`config.mk`:
```
export PLATFORM = sky130hd
export DESIGN_NAME = if_fetch_stage
export DESIGN_NICKNAME = d
export VERILOG_FILES = /design/src/rtl/cpu_pkg.sv /design/src/rtl/if_fetch_fifo.sv /design/src/rtl/if_fetch_stage.sv
export SDC_FILE = /design/constraint.sdc
export NUM_CORES = 1
export LEC_CHECK = 0
export BUFFER_PORTS_ARGS = -buffer_cell sky130_fd_sc_hd__buf_4
export CAP_MARGIN = 25
export CORE_MARGIN = 10
export CORE_UTILIZATION = 42
export CTS_CLUSTER_DIAMETER = 30
export DETAILED_ROUTE_END_ITERATION = 7
export PLACE_DENSITY = 0.64
export SLEW_MARGIN = 10
export SYNTH_ARGS = -nofsm -noshare
export SYNTH_HDL_FRONTEND = slang
export SYNTH_SLANG_ARGS = --single-unit
```
`constraint.sdc`:
```
create_clock -name clock -period 8 [get_ports clock]
set_clock_uncertainty 0.15 [all_clocks]
set_input_delay 0 -clock clock [delete_from_list [all_inputs] [get_ports clock]]
set_output_delay 0 -clock clock [all_outputs]
set_load 0.01 [all_outputs]
```
`src/rtl/cpu_pkg.sv`:
```
// Shared CPU definitions: datapath width, fetch FSM state encoding and the
// fetch-buffer entry layout used by the IF stage and its buffer.
package cpu_pkg;

    localparam int WORD_W = 32;

    typedef enum logic [1:0] {
        IDLE  = 2'd0,
        RUN   = 2'd1,
        FAULT = 2'd2
    } fetch_state_e;

    typedef struct packed {
        logic [WORD_W-1:0] pc;
        logic [WORD_W-1:0] inst;
    } fetch_entry_t;

endpackage

```
`src/rtl/if_fetch_fifo.sv`:
```
// Two-entry fetch buffer. Entry 0 is always the head; a pop shifts entry 1
// down. Flush empties the buffer and overrides any push/pop in that cycle.
// Head outputs read as zero whenever the buffer is empty.
module if_fetch_fifo
    import cpu_pkg::*;
(
    input  logic         clk_i,
    input  logic         rst_ni,
    input  logic         push_i,
    input  logic         pop_i,
    input  logic         flush_i,
    input  fetch_entry_t push_entry_i,
    output logic [1:0]   count_o,
    output fetch_entry_t head_o
);

    fetch_entry_t ent0_q, ent0_d;
    fetch_entry_t ent1_q, ent1_d;
    logic [1:0]   count_q, count_d;

    // Next-state of the two entries and the occupancy count.
    always_comb begin
        ent0_d  = ent0_q;
        ent1_d  = ent1_q;
        count_d = count_q;
        if (flush_i) begin
            count_d = 2'd0;
        end else begin
            case ({push_i, pop_i})
                2'b10: begin
                    if (count_q == 2'd0) ent0_d = push_entry_i;
                    else                 ent1_d = push_entry_i;
                    count_d = count_q + 2'd1;
                end
                2'b01: begin
                    ent0_d  = ent1_q;
                    count_d = count_q - 2'd1;
                end
                2'b11: begin
                    // Count is unchanged; the new entry lands behind the survivor.
                    if (count_q == 2'd1) begin
                        ent0_d = push_entry_i;
                    end else begin
                        ent0_d = ent1_q;
                        ent1_d = push_entry_i;
                    end
                end
                default: ;
            endcase
        end
    end

    // Buffer storage and count registers.
    always_ff @(posedge clk_i or negedge rst_ni) begin
        if (!rst_ni) begin
            ent0_q  <= '0;
            ent1_q  <= '0;
            count_q <= 2'd0;
        end else begin
            ent0_q  <= ent0_d;
            ent1_q  <= ent1_d;
            count_q <= count_d;
        end
    end

    assign count_o = count_q;
    assign head_o  = (count_q != 2'd0) ? ent0_q : '0;

endmodule

```
`src/rtl/if_fetch_stage.sv`:
```
// Instruction fetch stage: PC register, IDLE/RUN/FAULT control FSM, retired
// counter and a two-entry fetch buffer (if_fetch_fifo).
//
// Handshake: an entry transfers to ID in any cycle where if_valid && id_ready
// are both high at the rising clock edge; if_valid never depends on id_ready
// and the head entry stays stable until it transfers or a redirect flushes it.
//
// Optional feature: define IF_ALIGN_CHECK_EN to trap misaligned redirect
// targets in the FAULT state (exit only through resetn). Without it, FAULT
// is unreachable and fault is tied low.
//
// dbg_state exposes the FSM state for observation.
module if_fetch_stage
    import cpu_pkg::*;
#(
    parameter logic [WORD_W-1:0] RESET_PC  = 32'h0000_0000,
    parameter int                BUF_DEPTH = 2
) (
    input  logic              clock,
    input  logic              resetn,
    output logic [WORD_W-1:0] imem_addr,
    input  logic [WORD_W-1:0] imem_rdata,
    input  logic              redirect,
    input  logic [WORD_W-1:0] redirect_pc,
    input  logic              id_ready,
    output logic              if_valid,
    output logic [WORD_W-1:0] if_pc,
    output logic [WORD_W-1:0] if_inst,
    output logic [WORD_W-1:0] if_pc4,
    output logic              fault,
    output logic [WORD_W-1:0] retired_cnt,
    output fetch_state_e      dbg_state
);

    fetch_state_e      state_q, state_d;
    logic [WORD_W-1:0] pc_q, pc_d;
    logic [WORD_W-1:0] retired_q, retired_d;

    logic              push, pop, flush;
    logic              buf_full;
    logic [1:0]        buf_count;
    fetch_entry_t      head;

    assign if_valid = (buf_count != 2'd0);
    assign buf_full = (buf_count == 2'(BUF_DEPTH));
    assign pop      = if_valid && id_ready && (state_q != FAULT);

    // FSM next-state, PC update and buffer push/flush control.
    always_comb begin
        state_d = state_q;
        pc_d    = pc_q;
        push    = 1'b0;
        flush   = 1'b0;
        case (state_q)
            IDLE: begin
                // No fetch here; a redirect only retargets the PC.
                state_d = RUN;
                if (redirect) pc_d = redirect_pc;
            end
            RUN: begin
                if (redirect) begin
                    // This cycle's fetch belongs to the wrong path: drop it.
                    flush = 1'b1;
                    pc_d  = redirect_pc;
`ifdef IF_ALIGN_CHECK_EN
                    if (redirect_pc[1:0] != 2'b00) state_d = FAULT;
`endif
                end else if (!buf_full || pop) begin
                    push = 1'b1;
                    pc_d = pc_q + 32'd4;
                end
            end
            FAULT: begin
                // Parked on the offending target until reset.
            end
            default: begin
                state_d = IDLE;
            end
        endcase
    end

    // Retired count follows every transfer, including one coinciding with a flush.
    always_comb begin
        retired_d = retired_q + 32'(pop);
    end

    // State, PC and retired-count registers.
    always_ff @(posedge clock or negedge resetn) begin
        if (!resetn) begin
            state_q   <= IDLE;
            pc_q      <= RESET_PC;
            retired_q <= '0;
        end else begin
            state_q   <= state_d;
            pc_q      <= pc_d;
            retired_q <= retired_d;
        end
    end

    if_fetch_fifo u_fifo (
        .clk_i        (clock),
        .rst_ni       (resetn),
        .push_i       (push),
        .pop_i        (pop),
        .flush_i      (flush),
        .push_entry_i ('{pc: pc_q, inst: imem_rdata}),
        .count_o      (buf_count),
        .head_o       (head)
    );

    assign imem_addr   = pc_q;
    assign if_pc       = head.pc;
    assign if_inst     = head.inst;
    assign if_pc4      = if_valid ? (head.pc + 32'd4) : '0;
    assign retired_cnt = retired_q;
    assign dbg_state   = state_q;

`ifdef IF_ALIGN_CHECK_EN
    assign fault = (state_q == FAULT);
`else
    assign fault = 1'b0;
`endif

endmodule

```
==> After elaboration in Yosys (flattened, before gate mapping) <==
Cells that the tools add are included.
{ "word_totals": {"in_bits": 68, "output_inout_bits": 164, "reg_bits": 196, "elab_cells": 62} }
{ "op_classes": {"reduce_logical": 15, "muxes": 20, "add_sub_neg": 5, "bitwise_logic": 1, "n_eq_ne": 13} }
{ "op_table": {"columns": ["op", "n"], "rows": [
  ["$mux W64", 5],
  ["$pmux W64 S3", 1],
  ["$mux W32", 4],
  ["$pmux W64 S2", 1],
  ["$add A32 B3 Y32 const B", 2],
  ["$pmux W32 S2", 1],
  ["$add A32 B1 Y32", 1],
  ["$eq A2 B2 Y1 const B", 4],
  ["$ne A2 B2 Y1 const B", 4],
  ["$pmux W2 S2", 2],
  ["$eq A2 B1 Y1 const B", 3],
  ["$reduce_and A3 Y1", 2],
  ["$reduce_bool A2 Y1", 3],
  ["$reduce_bool A3 Y1", 2],
  ["$mux W1", 5],
  ["$logic_not A2 Y1", 2],
  ["$reduce_and A4 Y1", 1],
  ["$ne A3 B3 Y1 const B", 1],
  ["$add A2 B1 Y2 const B", 1],
  ["$logic_and A1 B1 Y1", 2],
  ["$mux W2", 1],
  ["$ne A2 B1 Y1 const B", 1],
  ["$reduce_or A2 Y1", 1],
  ["$sub A2 B1 Y2 const B", 1],
  ["other kinds (3)", 3]
]} }

==> Longest topological paths before layout <==
{ "depth": {"word_depth": 10, "depth_mapped": 12, "ltp_nobuf": 10} }

==> Modules after synthesis <==
Synthesis repeated with hierarchy kept, for this count alone.
{ "unflattened": {"cells_unflattened": 925, "hier_area_um2": 10481.3} }
{ "by_module_without_submodules": {"columns": ["module", "seq_area_each_um2", "cells_per_inst", "instances", "area_per_inst_um2"], "rows": [
  ["if_fetch_fifo", 3253.1, 433, 1, 6244.7],
  ["if_fetch_stage", 1626.6, 492, 1, 4236.6]
]} }

==> Least setup slack after synthesis <==
No wires, ideal clock.
{ "synth_timing": {"path_kind": "register -> output", "from": "register u_fifo.count_q[0], in the netlist u_fifo.count_o[0]", "to": "output port if_pc4[20]", "path_slack_ps": 4883, "required_ps": 7850, "arrival_ps": 2967, "path_buffers": 4, "stages_incl_launch_ff": 13, "path_cell_list": "dfrtp_1 > inv_1 > ha_1 > buf_2 > clkbuf_1 > clkbuf_1 > nor2b_1 > ha_1 > nand3b_1 > or3_1 > clkbuf_1 > or3_1 > a21oi_1"} }
{ "synth_between": {"elab_chain_cells": 4} }
{ "synth_lines": {"columns": ["element", "line", "rtl"], "rows": [
  ["start: declaration", "if_fetch_fifo.sv:19", "logic [1:0] count_q, count_d;"],
  ["start signal: assignment", "if_fetch_fifo.sv:62", "count_q <= count_d;"],
  ["$reduce_bool A2 Y1", "if_fetch_fifo.sv:67", "assign head_o = (count_q != 2'd0) ? ent0_q : '0;"],
  ["$mux W64", "if_fetch_fifo.sv:67", null],
  ["net if_pc[2]", "if_fetch_stage.sv:27", "output logic [WORD_W-1:0] if_pc,"],
  ["$add A32 B3 Y32", "if_fetch_stage.sv:114", "assign if_pc4 = if_valid ? (head.pc + 32'd4) : '0;"],
  ["$mux W32", "if_fetch_stage.sv:114", null],
  ["end: declaration", "if_fetch_stage.sv:29", "output logic [WORD_W-1:0] if_pc4,"]
]} }
The timed path passes the listed nets, and every way through them passes these cells.

==> Worst setup path after layout <==
{ "layout_timing": {"from": "register u_fifo.count_q[0], in the netlist u_fifo.count_o[0]", "to": "output port if_pc4[18]"} }
{ "layout_between": {"elab_chain_cells": 4} }
{ "layout_lines": {"columns": ["element", "line"], "rows": [
  ["$reduce_bool A2 Y1 (*)", "if_fetch_fifo.sv:67, if_fetch_stage.sv:44"],
  ["$mux W64", "if_fetch_fifo.sv:67"],
  ["$add A32 B3 Y32", "if_fetch_stage.sv:114"],
  ["$mux W32 (*)", "if_fetch_stage.sv:114"]
]} }
Every way passes the cells marked *; elsewhere a longest branch is shown, timed or not.

==> results.cfg <==
[outcome]
status = complete, no violations

[yosys]
yosys_warnings = 0
synth_edf_count = 0
ys_ff_latch = 195
synth_cells = 992
avgSynthCellArea_sq_um = 10.1
synth_top_flop_cell = dfrtp_1
synthArstFlopShare_pct = 100
syn_area_sq_mm = 0.0101
synth_cell_types = 47
yosysSeqAreaShare_pct = 48.5

[placement]
placed_cell_area_sq_mm = 0.0120
hpwl_um = 19500
gp_congestion = 0.821
port_buffers = 229

[power_and_ir_drop]
power_density_mw_per_mm2 = 316
ir_worst_vdd_uv = 144
leakage_nw = 5.92

[critical_path]
cp_max_fo = 58
worst_setup_path_end_kind = primary output
start_kind = flip-flop
required_ps = 7850
r2r_cells = 8
critPathKind = flip-flop to primary output
crit_arrival_ps = 3780

[floorplan]
fp.dieW_um = 175
io_pins = 232
start_util_pct = 42.7
fp.dieH_um = 175
num_rows = 56
coreArea_sq_mm = 0.0235
dieArea_sq_mm = 0.0305

[global_routing]
grt_max_degree = 118
grt_overflow_total = 0
antenna_found_initial = 9
grt_use_total_pct = 18.3
grt_pass1_vias = 8435
grt_pass1_wl_um = 45900

[min_path]
hold_depth = 4
hold_class = input port to flip-flop

[timing]
finalSetupViolCount = 0
max_freq_mhz = 254
period_share_pct = 49.2
setup_tns_ps = 0
tightest_slew_ps = 967
finalHoldViolCount = 0
fin_hold_ws_ps = 16.8
relSlewSlack_pct = 35.5
rsz0062_at_grt = no
period_needed_ps = 3930
report.final.slew_viol_count = 0

[route]
drtAntennaViolNets = 0
route.vias.total = 8471
drc = 0
routed_wirelength_um = 28500
drtIter0Drc = 482
routed_via_density = 5.25
post_drt_wl_per_cell_um = 17.7
firstDrtPassIters = 4

[cells_and_area]
area_delta_synth_final_pct = 34.9
final_cell_mix = buf_4, dfrtp_1, nand2_1
nets = 1348
final_common_cell = buf_4
stdcell_area_sq_mm = 0.0136
drive_gt1_share_pct = 27.8

[clocking]
htreeDepth = 4
clk_latency_ps = 430
cts_tree = built
clk_path_buf_depth = 2
root_buffer = clkbuf_16
clkSlewWorstSetupHoldPaths_ps = 70
cts_buffers = 17
clkSinkCount = 195
postCtsSetupBuffers = 0

[job]
maxCapViolations = 0
## sequential cells by signal, indices dropped and copies added, names as in the netlist
signal and count:
imem_addr 32, u_fifo.ent1_q 64, u_fifo.count_o 2, dbg_state 1, u_fifo.ent0_q 64, retired_cnt 32
## cells by family (layout without fill, tap and decap cells)
group	count (synthesis)	count (layout)	share of synthesized area [%]
buf+inv	81	374	3.50
mux	142	142	15.1
other cells	2	12	0.0747
xor+xnor	45	45	3.92
simple gates	376	376	19.5
compound gates	144	144	8.45
fa+ha+maj	7	7	0.871
flops	195	195	48.5
## metrics by stage
step                std cells  power [W]  setup WS, ps  utilization (%)
floorplan                 993    0.00266          4880                -
global placement         1484    0.00335          4530             50.9
detailed placement       1485    0.00340          4460             51.1
CTS                      1603    0.00434          4020             57.3
global route             1613    0.00459          3830             57.6
finish                   1614    0.00429          4070             57.6
## where the power goes
group	internal, W	leakage [nW]	switching (W)	total [W]
clock network	0.000460	0.302	0.000423	0.000883
logic	0.000891	3.22	0.000891	0.00178
registers	0.00134	2.40	0.000284	0.00163
total	0.00269	5.92	0.00160	0.00429
## final cells by class
type / instances / area (sq um)
tap: 319 / 399
inverter: 16 / 60.1
multi-input combinational: 717 / 4870
fill: 2088 / 9990
antenna: 9 / 22.5
timing repair buffer: 326 / 2710
clock buffer: 18 / 439
clock inverter: 14 / 179
sequential: 195 / 4880
## critical path, stage by stage, from the launching register on
cell,delay [ps]
dfrtp_1,420
inv_1,110
ha_4,350
buf_4,380
nor2b_1,220
ha_1,240
nand3b_1,170
or3_1,550
or4_1,550
a21oi_1,180
buf_4,150
## path summary, 6_finish.rpt
path | from | end | slack, ps
max in group asynchronous | resetn | u_fifo.ent0_q[59]$_DFFE_PN0P_ | 6330
worst min-delay path | redirect | imem_addr[31]$_DFFE_PN0P_ | 20
worst max register to register | u_fifo.count_o[0]$_DFFE_PN0P_ | imem_addr[7]$_DFFE_PN0P_ | 4520
min in group asynchronous | resetn | retired_cnt[3]$_DFF_PN0_ | 110
worst min register to register | u_fifo.ent0_q[15]$_DFFE_PN0P_ | u_fifo.ent0_q[15]$_DFFE_PN0P_ | 320
worst max-delay path | u_fifo.count_o[0]$_DFFE_PN0P_ | if_pc4[18] | 4070
## metal layers
metal	wire length, um	vias up	GRT usage [%]	part of all wire, %
li1	-	4086	-	-
met1	12700	4121	23.4	44
met2	13500	218	29.1	47
met3	1580	46	4.55	5.5
met4	778	0	7.28	2.7
met5	0	-	0	0
## timing repair
action / 4_1_cts / 5_1_grt
endpoints found under the hold margin: 213 / 0
hold buffers: 86 / 0
gates resized for setup: 0 / 0
## cell usage after synthesis, drive strengths merged (2+ instances only)
library cell,number,area (sq um)
and2,8,50.1
and3,9,56.3
nor2,51,191
a211oi,2,15.0
buf,28,153
or3,11,68.8
inv,16,60.1
nand2b,3,26.3
a31oi,16,100
o2111ai,5,43.8
and3b,2,17.5
nand4,16,100
clkbuf,37,139
dfrtp,195,4880
conb,2,7.51
nor3,19,95.1
xnor2,29,254
a21oi,12,60.1
or4,21,158
ha,7,87.6
mux2i,64,641
xor2,16,140
o21ai,78,390
nor3b,2,15.0
o22ai,2,12.5
o31ai,16,120
and4,11,96.3
nand3,39,208
nor4,7,43.8
nand2,111,417
mux2,78,878
o211ai,9,67.6
nor2b,62,388
No activity file was read; power rests on OpenSTA's default activity.
